## config.mk

```make
export PLATFORM = sky130hd
export DESIGN_NAME = l2_port_arbiter
export DESIGN_NICKNAME = d
export VERILOG_FILES = /design/src/rtl/l2_port_arbiter.sv
export SDC_FILE = /design/constraint.sdc
export NUM_CORES = 1
export LEC_CHECK = 0
export BUFFER_PORTS_ARGS = -buffer_cell sky130_fd_sc_hd__buf_2
export CAP_MARGIN = 20
export CORE_ASPECT_RATIO = 1.75
export CORE_MARGIN = 4
export CORE_UTILIZATION = 40
export CTS_CLUSTER_SIZE = 12
export DETAILED_ROUTE_END_ITERATION = 7
export PLACE_DENSITY = 0.69
export SLEW_MARGIN = 20
export SYNTH_ARGS = -nofsm -noshare
export SYNTH_HDL_FRONTEND = slang
export SYNTH_SLANG_ARGS = --single-unit
export TNS_END_PERCENT = 100
```

## constraint.sdc

```tcl
create_clock -name clk -period 1.84 [get_ports clk]
set_clock_uncertainty 0.05 [all_clocks]
set_input_delay 0.368 -clock clk [delete_from_list [all_inputs] [get_ports clk]]
set_output_delay 0.368 -clock clk [all_outputs]
set_load 0.01 [all_outputs]
```

## src/rtl/l2_port_arbiter.sv

```systemverilog
`default_nettype none
// ----------------------------------------------------------------------------
// l2_port_arbiter: shares the L2 request port between IL1 refill, DL1 refill
// and DL1 writeback, using fixed priority with inst aging and a timeout flag.
// Revision: 1.0
// ----------------------------------------------------------------------------
module l2_port_arbiter #(
    parameter int ADDR_W   = 32,
    parameter int MAX_WAIT = 4,
    parameter int TIMEOUT  = 255
) (
    input  logic              clk,
    input  logic              rst_n,
    input  logic              inst_req,
    input  logic [ADDR_W-1:0] inst_addr,
    input  logic              data_req,
    input  logic [ADDR_W-1:0] data_addr,
    input  logic              wb_req,
    input  logic [ADDR_W-1:0] wb_addr,
    output logic              inst_ack,
    output logic              data_ack,
    output logic              wb_ack,
    output logic              l2_req,
    output logic [ADDR_W-1:0] l2_addr,
    output logic [1:0]        l2_op,
    input  logic              l2_ack,
    output logic              arb_busy,
    output logic              timeout_err
);

    localparam int WAIT_W = $clog2(MAX_WAIT + 1);
    localparam logic [WAIT_W-1:0] C_WAIT_MAX = WAIT_W'(MAX_WAIT);

    localparam logic [1:0] OP_INST = 2'b00;
    localparam logic [1:0] OP_DATA = 2'b01;
    localparam logic [1:0] OP_WB   = 2'b10;

    typedef enum logic [1:0] {
        IDLE = 2'd0,
        BUSY = 2'd1,
        DONE = 2'd2
    } state_t;

    state_t              state_q;
    logic                l2_req_q;
    logic [ADDR_W-1:0]   l2_addr_q;
    logic [1:0]          l2_op_q;
    logic                inst_ack_q;
    logic                data_ack_q;
    logic                wb_ack_q;
    logic                arb_busy_q;
    logic [WAIT_W-1:0]   wait_cnt_q;

    logic                any_req;
    logic [1:0]          l2_op_d;
    logic [ADDR_W-1:0]   l2_addr_d;
    logic [WAIT_W-1:0]   wait_cnt_d;

    // Winner selection; only consumed when the FSM is in IDLE.
    always_comb begin
        any_req   = inst_req | data_req | wb_req;
        l2_op_d   = OP_INST;
        l2_addr_d = inst_addr;
        if (inst_req && (wait_cnt_q == C_WAIT_MAX)) begin
            l2_op_d   = OP_INST;
            l2_addr_d = inst_addr;
        end else if (wb_req) begin
            l2_op_d   = OP_WB;
            l2_addr_d = wb_addr;
        end else if (data_req) begin
            l2_op_d   = OP_DATA;
            l2_addr_d = data_addr;
        end

        wait_cnt_d = wait_cnt_q;
        if (l2_op_d == OP_INST) begin
            wait_cnt_d = '0;
        end else if (inst_req && (wait_cnt_q != C_WAIT_MAX)) begin
            wait_cnt_d = wait_cnt_q + WAIT_W'(1);
        end
    end

    always_ff @(posedge clk or negedge rst_n) begin
        if (!rst_n) begin
            state_q    <= IDLE;
            l2_req_q   <= 1'b0;
            l2_addr_q  <= '0;
            l2_op_q    <= OP_INST;
            inst_ack_q <= 1'b0;
            data_ack_q <= 1'b0;
            wb_ack_q   <= 1'b0;
            arb_busy_q <= 1'b0;
            wait_cnt_q <= '0;
        end else begin
            inst_ack_q <= 1'b0;
            data_ack_q <= 1'b0;
            wb_ack_q   <= 1'b0;
            case (state_q)
                IDLE: begin
                    if (any_req) begin
                        state_q    <= BUSY;
                        l2_req_q   <= 1'b1;
                        l2_addr_q  <= l2_addr_d;
                        l2_op_q    <= l2_op_d;
                        arb_busy_q <= 1'b1;
                        wait_cnt_q <= wait_cnt_d;
                    end
                end
                BUSY: begin
                    if (l2_ack) begin
                        state_q    <= DONE;
                        l2_req_q   <= 1'b0;
                        inst_ack_q <= (l2_op_q == OP_INST);
                        data_ack_q <= (l2_op_q == OP_DATA);
                        wb_ack_q   <= (l2_op_q == OP_WB);
                    end
                end
                DONE: begin
                    state_q    <= IDLE;
                    arb_busy_q <= 1'b0;
                end
                default: begin
                    state_q    <= IDLE;
                    l2_req_q   <= 1'b0;
                    arb_busy_q <= 1'b0;
                end
            endcase
        end
    end

    generate
        if (TIMEOUT > 0) begin : g_timeout
            localparam int TO_W = $clog2(TIMEOUT + 1);
            localparam logic [TO_W-1:0] C_TO_MAX = TO_W'(TIMEOUT);

            logic [TO_W-1:0] to_cnt_q;
            logic            timeout_err_q;

            // Flag rises on the edge where the BUSY count reaches TIMEOUT.
            always_ff @(posedge clk or negedge rst_n) begin
                if (!rst_n) begin
                    to_cnt_q      <= '0;
                    timeout_err_q <= 1'b0;
                end else if ((state_q == IDLE) && any_req) begin
                    to_cnt_q <= '0;
                end else if ((state_q == BUSY) && !l2_ack && (to_cnt_q != C_TO_MAX)) begin
                    to_cnt_q <= to_cnt_q + TO_W'(1);
                    if (to_cnt_q == (C_TO_MAX - TO_W'(1))) begin
                        timeout_err_q <= 1'b1;
                    end
                end
            end

            assign timeout_err = timeout_err_q;
        end else begin : g_no_timeout
            assign timeout_err = 1'b0;
        end
    endgenerate

    assign inst_ack = inst_ack_q;
    assign data_ack = data_ack_q;
    assign wb_ack   = wb_ack_q;
    assign l2_req   = l2_req_q;
    assign l2_addr  = l2_addr_q;
    assign l2_op    = l2_op_q;
    assign arb_busy = arb_busy_q;

endmodule
`default_nettype wire

```

==> flow_summary.yaml, run 1 <==
floorplanning:
  die_h_um: 121
  fp-row-count: 41
  core_mm2: 0.00718
  initial_utilization_pct: 40.9
  die_area_mm2: 0.00884
  boundaryPins: 142
  chipWidth_um: 72.8
worst_setup_path:
  worst_ep_arrival_time_ps: 1860
  critical_path_required_ps: 1970
  criticalPathCategory: "reg -> reg"
  cp-end-kind: "flop"
  timing.critical_path.from_type: "flop"
  critPathMaxFanout: 6
grt:
  grt.overflow.total: 0
  globalRoute.busiestLayer: "met2"
  grt.met1_usage_pct: 18.6
  largest_net_degree_at_the_start_of_global_routing: 54
  via_count_of_the_first_global_routing_pass: 2616
  grt_first_pass_wirelength_um: 11700
  initial_antenna_violation_count: 0
  globalRouteMet2Util_pct: 30.2
  groute.usage.overall_pct: 16.7
  grt_util_met3_pct: 2.65
clocking:
  tritoncts: "done"
  clkLatencyLatePin_ps: 280
  clock_tree.buffer_depth: 2
  clkSinkCount: 53
  cts_hold_buf: 0
  cts.clk_slew.worst_paths_ps: 70
  numCtsBuffers: 5
  htreeDepth: 2
  cts_root_buf: "sky130_fd_sc_hd__clkbuf_16"
place:
  detailedPlacementHpwl_um: 5560
  gp_congestion: 0.800
  place.port_buffers: 141
logic_synthesis:
  number_of_warnings_issued_by_yosys: 0
  synthMostInstantiatedCell: "sky130_fd_sc_hd__dfrtp_1"
  synth_largest_area_cell: "sky130_fd_sc_hd__dfrtp_1"
  avgSynthCellArea_um2: 10.5
  syn-cell-area_mm2: 0.00294
  post_synthesis_net_count: 386
  synthesis.instances: 280
  yosys-top-cells-area: "sky130_fd_sc_hd__dfrtp_1 45%, sky130_fd_sc_hd__mux2_2 12%, sky130_fd_sc_hd__mux2i_1 12%, sky130_fd_sc_hd__nand2_1 6.1%, sky130_fd_sc_hd__o21ai_0 4.3%"
  synth_seq_area_share_pct: 45.1
  synth-async-reset-ratio_pct: 100
  synth_top_cell_area_share_pct: 45.1
  yosys_most_used_dff: "sky130_fd_sc_hd__dfrtp_1"
  ys_types: 38
  synth_common_cells: "53 x sky130_fd_sc_hd__dfrtp_1, 48 x sky130_fd_sc_hd__nand2_1, 34 x sky130_fd_sc_hd__mux2i_1"
  post_synth_edffs: 0
  synth-seq-cells: 53
timing:
  timing_worst_slew_pin_value_ps: 375
  post-route-period-util_pct: 94.1
  final-setup-viol-count: 0
  grt_setup_unrepaired: "false"
  timing_max_transition_violations_final: 0
  achievable-frequency_mhz: 578
  holdWs_ps: 9.21
  hold_violations: 0
  finalWorstPathRequiredPeriod_ps: 1730
  final.setup.tns_ps: 0
  max_transition_margin_pct: 75.0
power_and_ir_drop:
  power.leakage_nw: 2.05
  power-per-cell-area_mw_per_mm2: 1290
  irDropWorstVdd_mv: 0.566
drt:
  totalWireLength_um: 7040
  num_vias: 2513
  drt_drc_violations_left: 0
  routed_via_density: 4.94
  drt.antenna.violating_nets: 0
  drt-initial-drc-count: 79
  wl_per_cell_um: 13.8
  first_pass_iters: 4
finish:
  syn2layout_area_growth_pct: 33.9
  post-route-util_pct: 54.8
  antenna-diode-count: 0
  drive_gt1_share_pct: 47.0
  final_nets: 528
run:
  drv_cap: 0
hold_path:
  worstHoldPathType: "in -> async"
outcome:
  run_status: "completed"
-- cell families (layout without fill, tap and decap cells) --
| logic type | count (synthesis) | after routing | synth area share, % |
|---|---|---|---|
| multiplexers | 66 | 66 | 23.8 |
| adder cells (fa/ha/maj) | 4 | 4 | 1.70 |
| buffers and inverters | 24 | 167 | 4.43 |
| AND/OR/NAND/NOR | 82 | 82 | 14.0 |
| AO/OA/AOI/OAI | 50 | 50 | 10.7 |
| XOR/XNOR | 1 | 1 | 0.298 |
| flip-flops | 53 | 53 | 45.1 |
-- worst paths after layout --
check | from | endpoint | slack, ps | cells past startpoint
worst max register to register | wait_cnt_q[0]$_DFFE_PN0P_ | l2_addr[11]$_DFFE_PN0P_ | 110 | 6
worst max-delay path | wait_cnt_q[0]$_DFFE_PN0P_ | l2_addr[11]$_DFFE_PN0P_ | 110 | 6
max in group asynchronous | rst_n | l2_addr[6]$_DFFE_PN0P_ | 1480 | 2
worst min register to register | timeout_err$_DFFE_PN0P_ | timeout_err$_DFFE_PN0P_ | 420 | 1
min in group clk | inst_addr[10] | l2_addr[10]$_DFFE_PN0P_ | 300 | 3
worst min-delay path | rst_n | g_timeout.to_cnt_q[4]$_DFFE_PN0P_ | 9 | 2
-- metal layers --
| layer | share of wire [%] | up-vias |
|---|---|---|
| li1 | - | 1266 |
| met1 | 36 | 1164 |
| met2 | 57 | 69 |
| met3 | 4.5 | 14 |
| met4 | 2.7 | 0 |
| met5 | 0 | - |
-- per-stage QoR --
step / cells / power (mW) / worst slack [ps] / cell area [um^2]
floorplan: 280 / 3.29 / 218 / 2940
global placement: 501 / 4.16 / 86.8 / 3790
detailed placement: 501 / 4.24 / 51.2 / 3790
CTS: 509 / 5.16 / 89.8 / 3930
global route: 509 / 5.51 / 1.01 / 3940
finish: 509 / 5.06 / 109 / 3940
-- layout by cell type (no fill, tap or decap), types with 3 or more instances in the layout --
cell and n:
sky130_fd_sc_hd__o21ai_1 13, sky130_fd_sc_hd__o21ai_0 25, sky130_fd_sc_hd__buf_4 5, sky130_fd_sc_hd__dfrtp_1 52, sky130_fd_sc_hd__nand3_1 9, sky130_fd_sc_hd__nor3b_1 3
sky130_fd_sc_hd__nor2_1 8, sky130_fd_sc_hd__buf_2 141, sky130_fd_sc_hd__inv_1 8, sky130_fd_sc_hd__mux2_2 32, sky130_fd_sc_hd__ha_1 3, sky130_fd_sc_hd__buf_12 5
sky130_fd_sc_hd__mux2i_1 34, sky130_fd_sc_hd__nor3_1 3, sky130_fd_sc_hd__clkbuf_16 5, sky130_fd_sc_hd__nand2_1 48
-- worst max-delay path, cell delays in order (launching register included) --
cell                       delay [ps]
sky130_fd_sc_hd__dfrtp_1          410
sky130_fd_sc_hd__inv_1             70
sky130_fd_sc_hd__ha_1             210
sky130_fd_sc_hd__nand3_1          210
sky130_fd_sc_hd__a31oi_1          230
sky130_fd_sc_hd__o221ai_1         160
sky130_fd_sc_hd__mux2_2           280
-- report_power, final --
part / total (mW) / switching, mW / internal [mW] / leakage (nW)
Clock: 0.908 / 0.408 / 0.500 / 0.0696
Combinational: 2.25 / 1.23 / 1.02 / 1.32
Sequential: 1.90 / 0.263 / 1.64 / 0.663
Total: 5.06 / 1.90 / 3.16 / 2.05
-- registers in the layout (all words and copies together), names as in the netlist --
name	count
inst_ack	1
l2_req	1
state_q	2
wb_ack	1
arb_busy	1
data_ack	1
g_timeout.to_cnt_q	8
l2_op	2
timeout_err	1
l2_addr	32
wait_cnt_q	3
-- layout make-up --
class                           count  area, um^2
Tap cell                           86         108
Sequential cell                    53        1330
Clock buffer                        5         125
Clock inverter                      3        17.5
Multi-Input combinational cell    203        1490
Timing Repair Buffer              151         843
Inverter                            8        30.0
Fill cell                         664        3240
-- timing repair --
item | in CTS | in global routing
resized for setup | 0 | 2
setup buffers | 0 | 0
setup endpoints to repair | 0 | 1
Note: power is estimated with default switching activity, not from simulation.
==> inputs of run 2 (changes only) <==
--- a/config.mk
+++ b/config.mk
@@ -7,7 +7,7 @@
 export LEC_CHECK = 0
 export BUFFER_PORTS_ARGS = -buffer_cell sky130_fd_sc_hd__buf_2
 export CAP_MARGIN = 20
-export CORE_ASPECT_RATIO = 1.75
+export CORE_ASPECT_RATIO = 0.9
 export CORE_MARGIN = 4
 export CORE_UTILIZATION = 40
 export CTS_CLUSTER_SIZE = 12
==> flow_summary.yaml, run 2 (synthesis gave the netlist of run 1 again) <==
outcome:
  run_status: "completed"
worst_setup_path:
  worst-r2r-cell-count: 4
  cpLargestDelayFamily: "simple AND/OR/NAND/NOR gates"
  critPathMaxFanout: 8
  cells_along_the_critical_path: "or3b_1 -> nor3_1 -> mux2i_1 -> nor2_1"
  r2r_startpoint: "state_q[1]$_DFFE_PN0P_"
  timing.reg2reg.setup_slack_ps: 170
  worst_ep_arrival_time_ps: 1800
  timing.critical_path.slowest_cell_delay_ps: 550
  cp-end-kind: "flop"
  critical_path_required_ps: 1970
  path_buf_inv: 0
  critPathSlowestCell: "sky130_fd_sc_hd__or3b_1"
  timing.critical_path.from_type: "flop"
  criticalPathCategory: "reg -> reg"
  regToRegEndpoint: "g_timeout.to_cnt_q[5]$_DFFE_PN0P_"
timing:
  hold_violations: 0
  achievable-frequency_mhz: 600
  timing_worst_slew_pin_value_ps: 519
  final.setup.tns_ps: 0
  max_transition_margin_pct: 65.4
  final_critical_path_setup_slack_ps: 172
  timing_max_transition_violations_final: 0
  grt_setup_unrepaired: "false"
  finalWorstPathRequiredPeriod_ps: 1670
  holdWs_ps: 299
  final-setup-viol-count: 0
  post-route-period-util_pct: 90.6
place:
  place.port_buffers: 141
  detailedPlacementHpwl_um: 5710
  dp_worst_setup_slack_ps: 92.0
  placedCellCount: 511
  gp_congestion: 0.806
drt:
  drt-initial-drc-count: 57
  first_pass_iters: 4
  drt.antenna.violating_nets: 0
  totalWireLength_um: 7120
  wl_per_cell_um: 13.7
  drt_drc_violations_left: 0
  num_vias: 2542
  routed_via_density: 4.89
clocking:
  htreeDepth: 2
  clock_tree.buffer_depth: 2
  tritoncts: "done"
  numCtsBuffers: 5
  cts.clk_slew.worst_paths_ps: 90
  clkSinkCount: 53
  cts_root_buf: "sky130_fd_sc_hd__clkbuf_8"
  clkLatencyLatePin_ps: 290
  cts_setup_buffers: 0
power_and_ir_drop:
  irDropWorstVdd_mv: 0.801
  total_power_consumption_of_the_routed_design_mw: 4.99
  power.leakage_nw: 2.06
  power-per-cell-area_mw_per_mm2: 1270
finish:
  largest_reg_flops: 32
  layout.cells.most_common_list: "141 x sky130_fd_sc_hd__buf_2, 53 x sky130_fd_sc_hd__dfrtp_1, 48 x sky130_fd_sc_hd__nand2_1"
  final_nets: 532
  drive_gt1_share_pct: 46.6
  fin_cells: 520
  mostFrequentLayoutCell: "sky130_fd_sc_hd__buf_2"
  syn2layout_area_growth_pct: 33.9
  antenna-diode-count: 0
  fillers: 643
grt:
  groute.usage.overall_pct: 15.4
  via_count_of_the_first_global_routing_pass: 2470
  largest_net_degree_at_the_start_of_global_routing: 45
  grt_first_pass_wirelength_um: 11200
  initial_antenna_violation_count: 0
  grt.overflow.total: 0
floorplanning:
  die_h_um: 89.3
  die_area_mm2: 0.00879
  fp-row-count: 29
  core_mm2: 0.00711
  chipWidth_um: 98.4
  initial_utilization_pct: 41.3
  boundaryPins: 142
hold_path:
  hold-path-endpoint: "l2_addr[6]$_DFFE_PN0P_"
  worstHoldPathType: "in -> reg"
  holdCritStartpoint: "inst_addr[6]"
  hold-path-cell-count: 3
run:
  drv_cap: 0
## run 2: changes by cell type in the layout (fill, tap and decap cells not counted), moves of 2 or more
cell / change
sky130_fd_sc_hd__clkbuf_8: +6
sky130_fd_sc_hd__clkbuf_16: -5
sky130_fd_sc_hd__clkinv_2: -2
sky130_fd_sc_hd__buf_4: +4
## run 2: layout make-up
type | count | area (um^2) | area share (%)
inverter | 8 | 30.0 | 0.763
timing repair buffer | 155 | 863 | 21.9
tap | 93 | 116 | 2.96
sequential | 53 | 1330 | 33.7
multi-input combinational | 203 | 1480 | 37.7
clock inverter | 1 | 30.0 | 0.763
clock buffer | 7 | 86.3 | 2.19
## run 2: stage by stage
stage / util (%) / area, um^2
6_report: 55.3 / 3940
5_1_grt: 55.3 / 3940
4_1_cts: 55.3 / 3940
3_5_place_dp: 53.6 / 3810
3_3_place_gp: 53.6 / 3810
2_1_floorplan: - / 2940
## run 2: how the worst max path moves through the flow
stage                                            startpoint                                end  slack [ps]  depth (start not counted)
final                                state_q[1]$_DFFE_PN0P_  g_timeout.to_cnt_q[5]$_DFFE_PN0P_         170                          4
after global routing                 state_q[0]$_DFFE_PN0P_  g_timeout.to_cnt_q[5]$_DFFE_PN0P_          30                          4
after CTS                         wait_cnt_q[0]$_DFFE_PN0P_            l2_addr[31]$_DFFE_PN0P_         180                          6
after detailed placement                             l2_ack  g_timeout.to_cnt_q[7]$_DFFE_PN0P_          90                          5
after global placement                               l2_ack  g_timeout.to_cnt_q[7]$_DFFE_PN0P_         110                          5
after floorplan           g_timeout.to_cnt_q[0]$_DFFE_PN0P_  g_timeout.to_cnt_q[6]$_DFFE_PN0P_         220                          5
## run 2: worst register-to-register path: cells and delay by family, from the launching register on
kind / cells / cell delay, ps
multiplexers: 1 / 230
AND/OR/NAND/NOR: 3 / 890
flip-flops: 1 / 390
## run 2: what timing repair did
| action | CTS | global route |
|---|---|---|
| hold buffers | 1 | 0 |
| gates resized for setup | 0 | 0 |
| endpoints found under the hold margin | 1 | 0 |
## run 2: power breakdown
group          switching [mW]  internal (mW)
clock                   0.359          0.444
sequential              0.248           1.63
combinational            1.25           1.05
## run 2: metal layers
metal  wire length, um  share of wire (%)  track usage (%)  vias to the layer above
met3               569                8.0             4.45                        2
met4                23               0.32             2.61                        0
met5                 0                  0                0                        -
li1                  -                  -                -                     1277
met2              3560                 50             27.9                       89
met1              2970                 42             18.8                     1174
